<file path="src/rtl/aes_dec_input_loader.sv">
// Word-stream loader for the AES-128 decryptor: assembles 32-bit words into a
// ciphertext block and a cipher key, and presents them under a valid/ready handshake.
module aes_dec_input_loader #(
    parameter int Nk = 4,
    parameter int Nb = 4
) (
    input  logic              clk,
    input  logic              rst,
    input  logic              in_valid,
    output logic              in_ready,
    input  logic [31:0]       in_word,
    input  logic              in_is_key,
    output logic              out_valid,
    input  logic              out_ready,
    output logic [Nb*32-1:0]  data_out,
    output logic [Nk*32-1:0]  key_out,
    output logic              key_loaded
);
    localparam int KW  = Nk * 32;
    localparam int DW  = Nb * 32;
    localparam int KCW = (Nk > 1) ? $clog2(Nk) : 1;
    localparam int DCW = (Nb > 1) ? $clog2(Nb) : 1;

    logic [KCW-1:0] key_cnt_q, key_cnt_d;
    logic [DCW-1:0] dat_cnt_q, dat_cnt_d;
    logic [KW-1:0]  key_shadow_q, key_shadow_d;
    logic [DW-33:0] dat_shadow_q, dat_shadow_d;
    logic           key_pend_q, key_pend_d;
    logic           key_loaded_q, key_loaded_d;
    logic           out_valid_q, out_valid_d;
    logic [DW-1:0]  data_out_q, data_out_d;
    logic [KW-1:0]  key_out_q, key_out_d;

    logic out_free, key_acc, dat_acc, key_last, dat_last;
    logic key_ready, dat_ready;

    // Key words may not split a half-built block; data waits for a settled key.
    always_comb begin
        out_free  = !out_valid_q || out_ready;
        key_ready = (dat_cnt_q == '0) && !key_pend_q;
        dat_ready = key_loaded_q && (key_cnt_q == '0) && !key_pend_q &&
                    ((dat_cnt_q != DCW'(Nb - 1)) || out_free);
        in_ready  = in_is_key ? key_ready : dat_ready;
        key_acc   = in_valid && in_ready && in_is_key;
        dat_acc   = in_valid && in_ready && !in_is_key;
        key_last  = key_acc && (key_cnt_q == KCW'(Nk - 1));
        dat_last  = dat_acc && (dat_cnt_q == DCW'(Nb - 1));
    end

    always_comb begin
        key_cnt_d    = key_cnt_q;
        dat_cnt_d    = dat_cnt_q;
        key_shadow_d = key_shadow_q;
        dat_shadow_d = dat_shadow_q;
        key_pend_d   = key_pend_q;
        key_loaded_d = key_loaded_q;
        out_valid_d  = out_valid_q;
        data_out_d   = data_out_q;
        key_out_d    = key_out_q;

        if (key_acc) begin
            key_shadow_d = {key_shadow_q[KW-33:0], in_word};
            key_cnt_d    = key_last ? '0 : key_cnt_q + KCW'(1);
        end
        if (key_last) begin
            if (out_free) begin
                key_out_d    = {key_shadow_q[KW-33:0], in_word};
                key_loaded_d = 1'b1;
            end else begin
                key_pend_d   = 1'b1;
            end
        end
        // A deferred key lands on the first edge where no block is being held.
        if (key_pend_q && out_free) begin
            key_out_d    = key_shadow_q;
            key_loaded_d = 1'b1;
            key_pend_d   = 1'b0;
        end

        if (dat_acc) begin
            dat_shadow_d = {dat_shadow_q[DW-65:0], in_word};
            dat_cnt_d    = dat_last ? '0 : dat_cnt_q + DCW'(1);
        end
        if (out_valid_q && out_ready)
            out_valid_d = 1'b0;
        if (dat_last) begin
            out_valid_d = 1'b1;
            data_out_d  = {dat_shadow_q, in_word};
        end
    end

    always_ff @(posedge clk or posedge rst) begin
        if (rst) begin
            key_cnt_q    <= '0;
            dat_cnt_q    <= '0;
            key_shadow_q <= '0;
            dat_shadow_q <= '0;
            key_pend_q   <= 1'b0;
            key_loaded_q <= 1'b0;
            out_valid_q  <= 1'b0;
            data_out_q   <= '0;
            key_out_q    <= '0;
        end else begin
            key_cnt_q    <= key_cnt_d;
            dat_cnt_q    <= dat_cnt_d;
            key_shadow_q <= key_shadow_d;
            dat_shadow_q <= dat_shadow_d;
            key_pend_q   <= key_pend_d;
            key_loaded_q <= key_loaded_d;
            out_valid_q  <= out_valid_d;
            data_out_q   <= data_out_d;
            key_out_q    <= key_out_d;
        end
    end

    assign out_valid  = out_valid_q;
    assign data_out   = data_out_q;
    assign key_out    = key_out_q;
    assign key_loaded = key_loaded_q;

endmodule
</file>
<file path="config.mk">
export PLATFORM = sky130hd
export DESIGN_NAME = aes_dec_input_loader
export DESIGN_NICKNAME = d
export VERILOG_FILES = /design/src/rtl/aes_dec_input_loader.sv
export SDC_FILE = /design/constraint.sdc
export NUM_CORES = 1
export LEC_CHECK = 0
export BUFFER_PORTS_ARGS = -buffer_cell sky130_fd_sc_hd__buf_2
export CORE_MARGIN = 4
export CORE_UTILIZATION = 51
export CTS_CLUSTER_DIAMETER = 30
export DETAILED_ROUTE_END_ITERATION = 10
export GPL_ROUTABILITY_DRIVEN = 0
export GPL_TIMING_DRIVEN = 0
export PLACE_DENSITY = 0.82
export REMOVE_ABC_BUFFERS = 1
export SETUP_SLACK_MARGIN = 0.3
export SLEW_MARGIN = 20
export SYNTH_ARGS = -nofsm -noshare
export SYNTH_HDL_FRONTEND = slang
export SYNTH_SLANG_ARGS = --single-unit
</file>
<file path="constraint.sdc">
create_clock -name clk -period 14.09 [get_ports clk]
set_input_delay 1.409 -clock clk [delete_from_list [all_inputs] [get_ports clk]]
set_output_delay 1.409 -clock clk [all_outputs]
set_load 0.1 [all_outputs]
</file>
# After elaboration in Yosys (flattened, before gate mapping)
# Index checks and enable logic that the tools add are counted.
# W data, S select, Z words.
[op_classes]
n_eq_ne = 4
muxes = 14
addsub = 2
reduce_logical = 23
[ops]
columns = ["operator", "n"]
rows = [
  ["$mux W128", 3],
  ["$logic_and A1 B1 Y1", 11],
  ["$mux W1", 9],
  ["$reduce_bool A2 Y1", 3],
  ["$add A2 B1 Y2 const B", 2],
  ["$eq A2 B2 Y1 const B", 2],
  ["$logic_not A2 Y1", 2],
  ["$mux W2", 2],
  ["$reduce_and A2 Y1", 2],
  ["$logic_not A1 Y1", 3],
  ["$logic_or A1 B1 Y1", 2],
  ["$ne A2 B1 Y1 const B", 1],
  ["$ne A2 B2 Y1 const B", 1],
]
[totals]
input_bits = 37
output_inout_bits = 259
register_bits = 487

# Longest topological paths before layout
# Gate-level depths: netlist of the first run.
[logic_depth]
ltp_word = 10
ltp_mapped = 8
ltp_nobuf = 5

# Worst setup path after synthesis of the first run
# Ideal clock, no wire load.
[synth_timing]
path_type = "input to output"
startpoint = "in in_is_key"
endpoint = "out in_ready"
t_arrival_ps = 3186
n_path_buf = 0
slack_ps = 9495
path_stages = 3
required_time_ps = 12681
cell_sequence = "and3b_1 > o21ai_0 > a21oi_1"
[synth_between]
elab_chain_cells = 1
[synth_lines]
columns = ["element", "line", "rtl"]
rows = [
  ["start, declared", "12", "input logic in_is_key,"],
  ["$mux W1", "43", "in_ready = in_is_key ? key_ready : dat_ready;"],
  ["end, declared", "10", "output logic in_ready,"],
]
# Every way passes these cells.

# Worst setup path after layout of the first run
# Same ends and word-level chain as after synthesis.

==> impl_metrics.tcl, run 1 <==
set metrics [dict create \
    cts-root-buf "clkbuf_16" \
    grt_overflow_total 0 \
    ff2ff_path_depth 8 \
    critPathRequiredTime_ns 12.68 \
    cts_buffers 98 \
    cts_tree "yes" \
    fin_util_pct 67.21 \
    slew_viol_final 0 \
    arrival_ns 2.56 \
    clkTransAtPathRegs_ns 0.04 \
    crit_start "in_is_key" \
    firstDrtPassIters 4 \
    post_drt_wl_per_cell_um 19.58 \
    vias 11250 \
    synth_top_area_share_pct 61.76 \
    reg2reg_setup_slack_ns 10.91 \
    antenna_found_initial 0 \
    die_y_um 204.7 \
    skew_ns 0.02376 \
    drive_gt1_share_pct 67.40 \
    syn_to_final_growth_pct 29.20 \
    cpPeakStageDelay_ns 0.44 \
    dr.first_iter.drc_count 429 \
    antennaDiodeCount 0 \
    criticalPathCategory "in2out" \
    cap_viol_max_count 0 \
    die_area_mm2 0.04190 \
    core_area_mm2 0.03793 \
    rsz0062_at_grt "false" \
    routed_wl_um 41960 \
    cts_setup_buffers 0 \
    hp-class "reg2reg" \
    synthDistinctLibCells 22 \
    fmax_ghz 0.2518 \
    grtUsageTotal_pct 20.21 \
    num_rows 71 \
    netlist_area_mm2 0.01973 \
    fin_hold_ws_ns 0.4842 \
    fin_tns_setup_ns 0 \
    relSlewSlack_pct 54.14 \
    clock_latency_ns 0.62 \
    cp_cell_sequence "buf_2 > and3b_1 > o21ai_0 > a21oi_1 > buf_2" \
    drcViolationCount 0 \
    hpwl_um 26440 \
    start_util_pct 52.02 \
    die_w_um 204.7 \
    antenna_left 0 \
    min_period_ns 3.972 \
    hold_buffers 0 \
    synth.area.top_cells "dfrtp_1, mux2_2, mux2_4" \
    hold_violations 0 \
    synth_top_cell_by_area "dfrtp_1" \
    postSynthCellCount 1193 \
    nFillCells 2536 \
    grt_max_degree 110 \
    ys_warn_count 0 \
    critPathMaxFanout 4 \
    crit_path_start_kind "input pin" \
    setup_viol 0 \
    reg2reg_from "key_pend_q$_DFFE_PP0P_" \
    end_kind "output port" \
    avgSynthCellArea_um2 16.54 \
    first_global_vias 12460 \
    viasPerCell 5.248 \
    critPathMostFrequentCell "buf_2" \
    cts_sinks 487 \
    crit_slowest_cell "buf_2" \
    post_cts_resized 0 \
    worst_r2r_endpoint "data_out[61]$_DFFE_PP0P_" \
    tightest_slew_ns 0.6858 \
    port_buffers 295 \
    clock_path_buffers 3 \
    synth_seq_area_share_pct 61.76 \
    status "finished, final reports clean" \
    fin_crit_sh_pct 28.19 \
    final_nets 1593 \
    cp-endpoint "in_ready" \
    grt_pass1_wl_um 68390 \
    htree_num_levels 3 \
    ys_ff_latch 487 \
    ioPinCount 296 \
]
## synth_stat cells (all sizes together)
| library cell | number |
|---|---|
| o211a | 1 |
| nand4 | 1 |
| or2 | 1 |
| nand3 | 1 |
| mux2 | 612 |
| a21oi | 2 |
| dfrtp | 487 |
| nand2b | 1 |
| clkbuf | 2 |
| ha | 4 |
| a41oi | 1 |
| o21ai | 1 |
| buf | 65 |
| nand2 | 2 |
| inv | 7 |
| and3b | 1 |
| nor2 | 3 |
| nor2b | 1 |
## layout make-up
| type | count | area, um2 | share of cell area, % |
|---|---|---|---|
| Sequential cell | 487 | 12190 | 47.81 |
| Multi-Input combinational cell | 632 | 7139 | 28.00 |
| Clock buffer | 130 | 2773 | 10.88 |
| Timing Repair Buffer | 326 | 2135 | 8.372 |
| Tap cell | 511 | 639.4 | 2.508 |
| Clock inverter | 50 | 585.6 | 2.297 |
| Inverter | 7 | 33.78 | 0.1325 |
## per-layer routing
metal / wire length [um] / track usage, %
met5: 0 / 0
met1: 17430 / 25.63
met4: 1119 / 7.705
met2: 20670 / 33.08
met3: 2738 / 5.984
## worst max-delay path, delay by kind of cell
family / cells / cell delay [ns]
AO/OA/AOI/OAI: 2 / 0.27
AND/OR/NAND/NOR: 1 / 0.29
buffers and inverters: 2 / 0.58
## worst min-delay path by stage
stage | start | to | slack (ns) | cells past startpoint
after floorplan | key_shadow_q[100]$_DFFE_PP0P_ | key_shadow_q[100]$_DFFE_PP0P_ | 0.47 | 1
after global placement | key_out[100]$_DFFE_PP0P_ | key_out[100]$_DFFE_PP0P_ | 0.46 | 1
after detailed placement | key_out[107]$_DFFE_PP0P_ | key_out[107]$_DFFE_PP0P_ | 0.47 | 1
after CTS | key_out[107]$_DFFE_PP0P_ | key_out[107]$_DFFE_PP0P_ | 0.48 | 1
after global routing | key_out[107]$_DFFE_PP0P_ | key_out[107]$_DFFE_PP0P_ | 0.50 | 1
final | key_out[107]$_DFFE_PP0P_ | key_out[107]$_DFFE_PP0P_ | 0.48 | 1
## through the flow
step,cells,cell area (um2),setup slack [ns]
floorplan,1126,19320,-0.9100
global placement,1932,21440,-5.649
detailed placement,1963,22140,10.16
CTS,2143,25500,10.14
global route,2143,25500,10.06
finish,2143,25500,10.12
## registers in the layout (all words and copies together), names as in the netlist
signal / flops
key_cnt_q: 2
dat_cnt_q: 2
dat_shadow_q: 96
data_out: 128
key_pend_q: 1
out_valid: 1
key_out: 128
key_shadow_q: 128
key_loaded: 1
## layout by cell type, fill, tap and decap left out, types with 2 or more instances in the layout
cell type   Yosys  routed
inv_8           0       2
buf_8           0       4
clkbuf_16       0      98
nor2_1          3       3
buf_12          0       2
mux2_2        580     580
inv_16          0       2
mux2_4         20      20
clkinvlp_4      0       8
dfrtp_1       487     486
clkbuf_8        0      20
ha_1            4       4
clkinv_2        0      12
clkinv_4        0       6
mux2_1         12      12
buf_16          0      17
bufinv_16       0       7
nand2_1         2       2
buf_6           4       8
buf_2          39     295
inv_6           0      12
clkbuf_1        2      12
inv_1           7       6
## cells by family after synthesis
group	after synthesis	share of synthesized area, %
flops	487	61.76
simple gates	11	0.2917
fa+ha+maj	4	0.2536
compound gates	5	0.1712
buf+inv	74	2.226
mux	612	35.30
Power of run 1 is left out: the tool's default activity adds up to more than one toggle a clock period on the data nets, which glitch-free logic cannot reach.
==> inputs of run 2 (changes only) <==
Settings changed: ABC_AREA from default to 1, CORE_UTILIZATION 51 to 52, PLACE_DENSITY 0.82 to 0.81.
Clock period 14.09 ns to 4.1 ns, I/O delays scaled along.
==> impl_metrics.tcl, run 2 <==
set metrics [dict create \
    critPathRequiredTime_ns 4.57 \
    criticalPathCategory "reg2reg" \
    netlist_area_mm2 0.02051 \
    cts_buffers 95 \
    skew_ns 0.01869 \
    min_period_ns 2.711 \
    min_from "in_word[3]" \
    synth.area.top_cells "dfrtp_1, nand2_1, o21ai_0" \
    crit_start "key_pend_q$_DFFE_PP0P_" \
    grt_max_degree 118 \
    clkTransAtPathRegs_ns 0.05 \
    num_rows 72 \
    layout.cells.most_common "nand2_1" \
    port_buffers 295 \
    grtUsageTotal_pct 23.04 \
    fin_crit_sh_pct 66.13 \
    reg2reg_setup_slack_ns 1.39 \
    clock_latency_ns 0.60 \
    cts_setup_buffers 0 \
    synth_seq_area_share_pct 59.43 \
    setup_viol 0 \
    ff2ff_path_depth 9 \
    ys_warn_count 0 \
    antenna_found_initial 2 \
    synthDistinctLibCells 23 \
    hold_violations 0 \
    die_w_um 206.6 \
    die_area_mm2 0.04268 \
    hp-class "in2reg" \
    fin_total_pwr_mw 13.41 \
    relSlewSlack_pct 57.58 \
    grt_pass1_wl_um 80870 \
    final_cells 3142 \
    arrival_ns 3.18 \
    fin_util_pct 66.65 \
    reg2reg_from "key_pend_q$_DFFE_PP0P_" \
    synth-edff-count 0 \
    post_cts_resized 0 \
    first_global_vias 16180 \
    dr.first_iter.drc_count 1131 \
    synth_flop_cell "dfrtp_1" \
    cts_tree "yes" \
    drcViolationCount 0 \
    worst_slack_ns 1.389 \
    rsz0062_at_grt "false" \
    postSynthCellCount 2280 \
    final_cell_mix "nand2_1, dfrtp_1, buf_2" \
    synth_top_area_share_pct 59.43 \
    synth_top_cell_by_area "dfrtp_1" \
    tightest_slew_ns 0.6363 \
    cap_viol_max_count 0 \
    status "finished, final reports clean" \
    drive_gt1_share_pct 23.25 \
    grt_overflow_total 0 \
    cts-root-buf "clkbuf_16" \
    worst_r2r_endpoint "data_out[75]$_DFFE_PP0P_" \
    whs_endpoint "data_out[3]$_DFFE_PP0P_" \
    fmax_ghz 0.3688 \
    ys_async_sr_fraction_pct 100.0 \
    avgSynthCellArea_um2 8.994 \
    ys_ff_latch 487 \
    final_nets 2587 \
    die_y_um 206.6 \
    viasPerCell 5.130 \
    post-place-ws_ns 1.401 \
    syn_to_final_growth_pct 26.20 \
    antenna_left 0 \
    place_inst 2966 \
    htree_num_levels 3 \
    synth_common_cells "nand2_1, dfrtp_1, o21ai_0" \
    routed_wl_um 48810 \
    hpwl_um 30310 \
    nFillCells 2924 \
    end_kind "flop" \
    firstDrtPassIters 5 \
    synthMostInstantiatedCell "nand2_1" \
    vias 16120 \
    power_leakage_nw 13.05 \
    slew_viol_final 0 \
    start_util_pct 52.81 \
    cts_sinks 487 \
    core_area_mm2 0.03883 \
    post_drt_wl_per_cell_um 15.54 \
    crit_path_start_kind "flop" \
    critPathMaxFanout 38 \
    antennaDiodeCount 0 \
    ir_drop_mv 0.5293 \
    clock_path_buffers 3 \
    ioPinCount 296 \
    power.density_mw_per_mm2 518.1 \
    min_path_cells 3 \
]
-- run 2: cell count changes after synthesis, moves of 79 or more --
cell and delta:
o21ai_2 +110, o21ai_0 +259, inv_1 +227, nand2_1 +773, mux2_2 -580, nand3_1 +160
o21ai_1 +79
-- run 2: critical path: stages (launching register included) --
cell	delay [ns]
dfrtp_2	0.63
inv_2	0.19
nand2_2	0.08
nor2_4	0.18
nand4_4	0.49
buf_12	0.39
buf_12	0.20
buf_12	0.21
nand2_1	0.11
o21ai_2	0.07
-- run 2: worst max path at each step --
stage / cells after the start / to / slack (ns)
after floorplan: 1 / dat_cnt_q[0]$_DFFE_PP0P_ / -9.90
after global placement: 2 / data_out[31]$_DFFE_PP0P_ / -14.65
after detailed placement: 9 / data_out[43]$_DFFE_PP0P_ / 1.40
after CTS: 9 / data_out[75]$_DFFE_PP0P_ / 1.36
after global routing: 9 / data_out[43]$_DFFE_PP0P_ / 1.23
final: 9 / data_out[75]$_DFFE_PP0P_ / 1.39
-- run 2: power breakdown --
part           total, mW  switching [mW]  internal, mW
Sequential          4.84          0.0100          4.83
Combinational      0.317           0.267        0.0497
Clock               8.25            2.65          5.60
Total               13.4            2.92          10.5
-- run 2: stage by stage --
stage,setup TNS [ns],cell area (um2),hold WS (ns)
after floorplan,-5631.45,19630,0.4530
after global placement,-9134.58,21760,0.4513
after detailed placement,0,22390,0.4528
after CTS,0,25880,0.07438
after global routing,0,25880,0.1017
final,0,25880,0.1057
-- run 2: what timing repair did --
action,4_1_cts,5_1_grt
hold endpoints to repair,78,0
setup endpoints to repair,0,0
hold buffers,1,0
-- run 2: area by class of cell --
class / instances / area (um2) / share of cell area [%]
Sequential cell: 487 / 12190 / 47.10
Multi-Input combinational cell: 1407 / 6606 / 25.53
Clock buffer: 116 / 2619 / 10.12
Timing Repair Buffer: 320 / 2064 / 7.978
Inverter: 235 / 889.6 / 3.438
Clock inverter: 59 / 863.3 / 3.336
Tap cell: 518 / 648.1 / 2.504
-- run 2: cells by family (layout without fill, tap and decap cells) --
group,after synthesis,count (layout),synth area share [%]
DFF,487,487,59.43
AOI/OAI and AO/OA,454,454,13.11
adders and majority gates,4,4,0.2441
buffers and inverters,386,730,8.567
and+or+nand+nor,949,949,18.65
-- run 2: metal layers --
metal	global-route usage (%)	part of all wire, %	up-vias
li1	-	-	7792
met1	29.23	41	7738
met2	38.28	49	486
met3	6.249	7.2	97
met4	8.436	2.6	4
met5	0	0.055	-
(Power assumes the default switching activity.)
==> inputs of run 3 (changes only) <==
Settings changed: ABC_AREA 1 to 0, CORE_UTILIZATION 52 to 51, PLACE_DENSITY 0.81 to 0.82.
Clock period 4.1 ns to 2.35 ns, I/O delays scaled along.
==> impl_metrics.tcl, run 3 (same netlist as run 1, synthesis figures left out) <==
set metrics [dict create \
    num_rows 71 \
    layout.cells.most_common "mux2_2" \
    relSlewSlack_pct 61.52 \
    grt_max_degree 110 \
    die_w_um 204.7 \
    die_y_um 204.7 \
    tightest_slew_ns 0.5772 \
    cts_tree "yes" \
    antennaDiodeCount 0 \
    post_drt_wl_per_cell_um 22.50 \
    grtUsageTotal_pct 23.20 \
    min_period_ns 2.200 \
    start_util_pct 52.02 \
    drcViolationCount 0 \
    setup_viol 0 \
    hp-class "in2reg" \
    criticalPathCategory "reg2reg" \
    status "finished, final reports clean" \
    arrival_ns 2.69 \
    hpwl_um 26440 \
    syn_to_final_growth_pct 37.21 \
    end_kind "flop" \
    busiest_layer "met2" \
    vias 12010 \
    grt_overflow_total 0 \
    fin_hold_ws_ns 0.1996 \
    min_path_cells 3 \
    final_nets 1697 \
    cts_sinks 487 \
    cts_buffers 98 \
    cts-root-buf "clkbuf_16" \
    reg2reg_setup_slack_ns 0.15 \
    dr.first_iter.drc_count 499 \
    first_global_vias 13410 \
    critPathMaxFanout 5 \
    ioPinCount 296 \
    port_buffers 295 \
    min_from "out_ready" \
    whs_endpoint "out_valid$_DFFE_PP0P_" \
    clock_latency_ns 0.61 \
    seqCellArea_mm2 0.01219 \
    viasPerCell 5.344 \
    clkTransAtPathRegs_ns 0.05 \
    rsz0062_at_grt "true" \
    fmax_ghz 0.4545 \
    critPathRequiredTime_ns 2.84 \
    hold_violations 0 \
    final_cell_mix "mux2_2, dfrtp_1, buf_2" \
    skew_ns 0.02727 \
    fin_crit_sh_pct 93.63 \
    grt_pass1_wl_um 76650 \
    core_area_mm2 0.03793 \
    nFillCells 2243 \
    crit_path_start_kind "flop" \
    clock_path_buffers 3 \
    htree_num_levels 3 \
    final_cells 2247 \
    use_met1_pct 28.10 \
    drive_gt1_share_pct 68.09 \
    cap_viol_max_count 0 \
    multi_input_area_mm2 0.007320 \
    worst_r2r_endpoint "key_out[62]$_DFFE_PP0P_" \
    die_area_mm2 0.04190 \
    antenna_left 0 \
    routed_wl_um 50550 \
    grt_use_met2_pct 39.62 \
    place_inst 1963 \
    reg2reg_from "dat_cnt_q[0]$_DFFE_PP0P_" \
    slew_viol_final 0 \
    ff2ff_path_depth 11 \
    grtUsageMet3_pct 6.459 \
    firstDrtPassIters 4 \
    antenna_found_initial 0 \
]
[run 3: cell types whose count changed in the layout (fill, tap and decap cells not counted), sizes merged, moves of 23 or more]
| cell | delta |
|---|---|
| buf | +66 |
| nand3 | -162 |
| mux2 | +612 |
| o21ai | -448 |
| dlygate4sd3 | +32 |
| nand2 | -775 |
| clkbuf | +23 |
| inv | -229 |
[run 3: worst max-delay path by stage]
stage,from,endpoint,cells after the start
finish,dat_cnt_q[0]$_DFFE_PP0P_,key_out[62]$_DFFE_PP0P_,11
global route,key_cnt_q[0]$_DFFE_PP0P_,in_ready,6
CTS,key_cnt_q[1]$_DFFE_PP0P_,in_ready,6
detailed placement,key_pend_q$_DFFE_PP0P_,data_out[125]$_DFFE_PP0P_,8
global placement,rst,data_out[0]$_DFFE_PP0P_,2
floorplan,rst,dat_cnt_q[0]$_DFFE_PP0P_,1
[run 3: layer usage]
layer | up-vias | share of wire [%]
li1 | 5257 | -
met1 | 6267 | 40
met2 | 375 | 51
met3 | 108 | 6.1
met4 | 0 | 3.0
met5 | - | 0
[run 3: metrics by stage]
step	setup slack [ns]	TNS, ns	instance area (um2)	utilization, %
final	0.1498	0	27080	71.38
after global routing	0.1123	0	27080	71.38
after CTS	0.1959	0	26610	70.16
after detailed placement	-0.7823	-68.26	22140	58.36
after global placement	-16.22	-	21440	56.51
after floorplan	-11.48	-8161.06	19320	-
[run 3: area by class of cell]
| type | count | share of cell area, % |
|---|---|---|
| repair buffers | 429 | 13.05 |
| clock inverters | 50 | 2.163 |
| clock buffers | 130 | 10.24 |
| inverters | 7 | 0.1340 |
| multi-input cells | 633 | 27.03 |
| well taps | 511 | 2.361 |
| flip-flops and latches | 487 | 45.02 |
[run 3: timing repair]
action / 4_1_cts / 5_1_grt
endpoints found under the setup margin: 435 / 225
cloned: 9 / 9
gates resized for setup: 50 / 45
hold buffers: 33 / 0
buffers inserted: 43 / 10
pin swaps: 5 / 5
endpoints found under the hold margin: 158 / 0
[run 3: worst max-delay path, cell delays in order, from the launching register on]
cell and delay [ns]:
dfrtp_1 0.39, inv_2 0.07, ha_4 0.17, a41oi_4 0.27, a21oi_4 0.07, buf_6 0.13, buf_16 0.13, buf_16 0.13
buf_16 0.13, buf_12 0.14, buf_16 0.14, mux2_4 0.29
Power of run 3 is left out for the same reason.
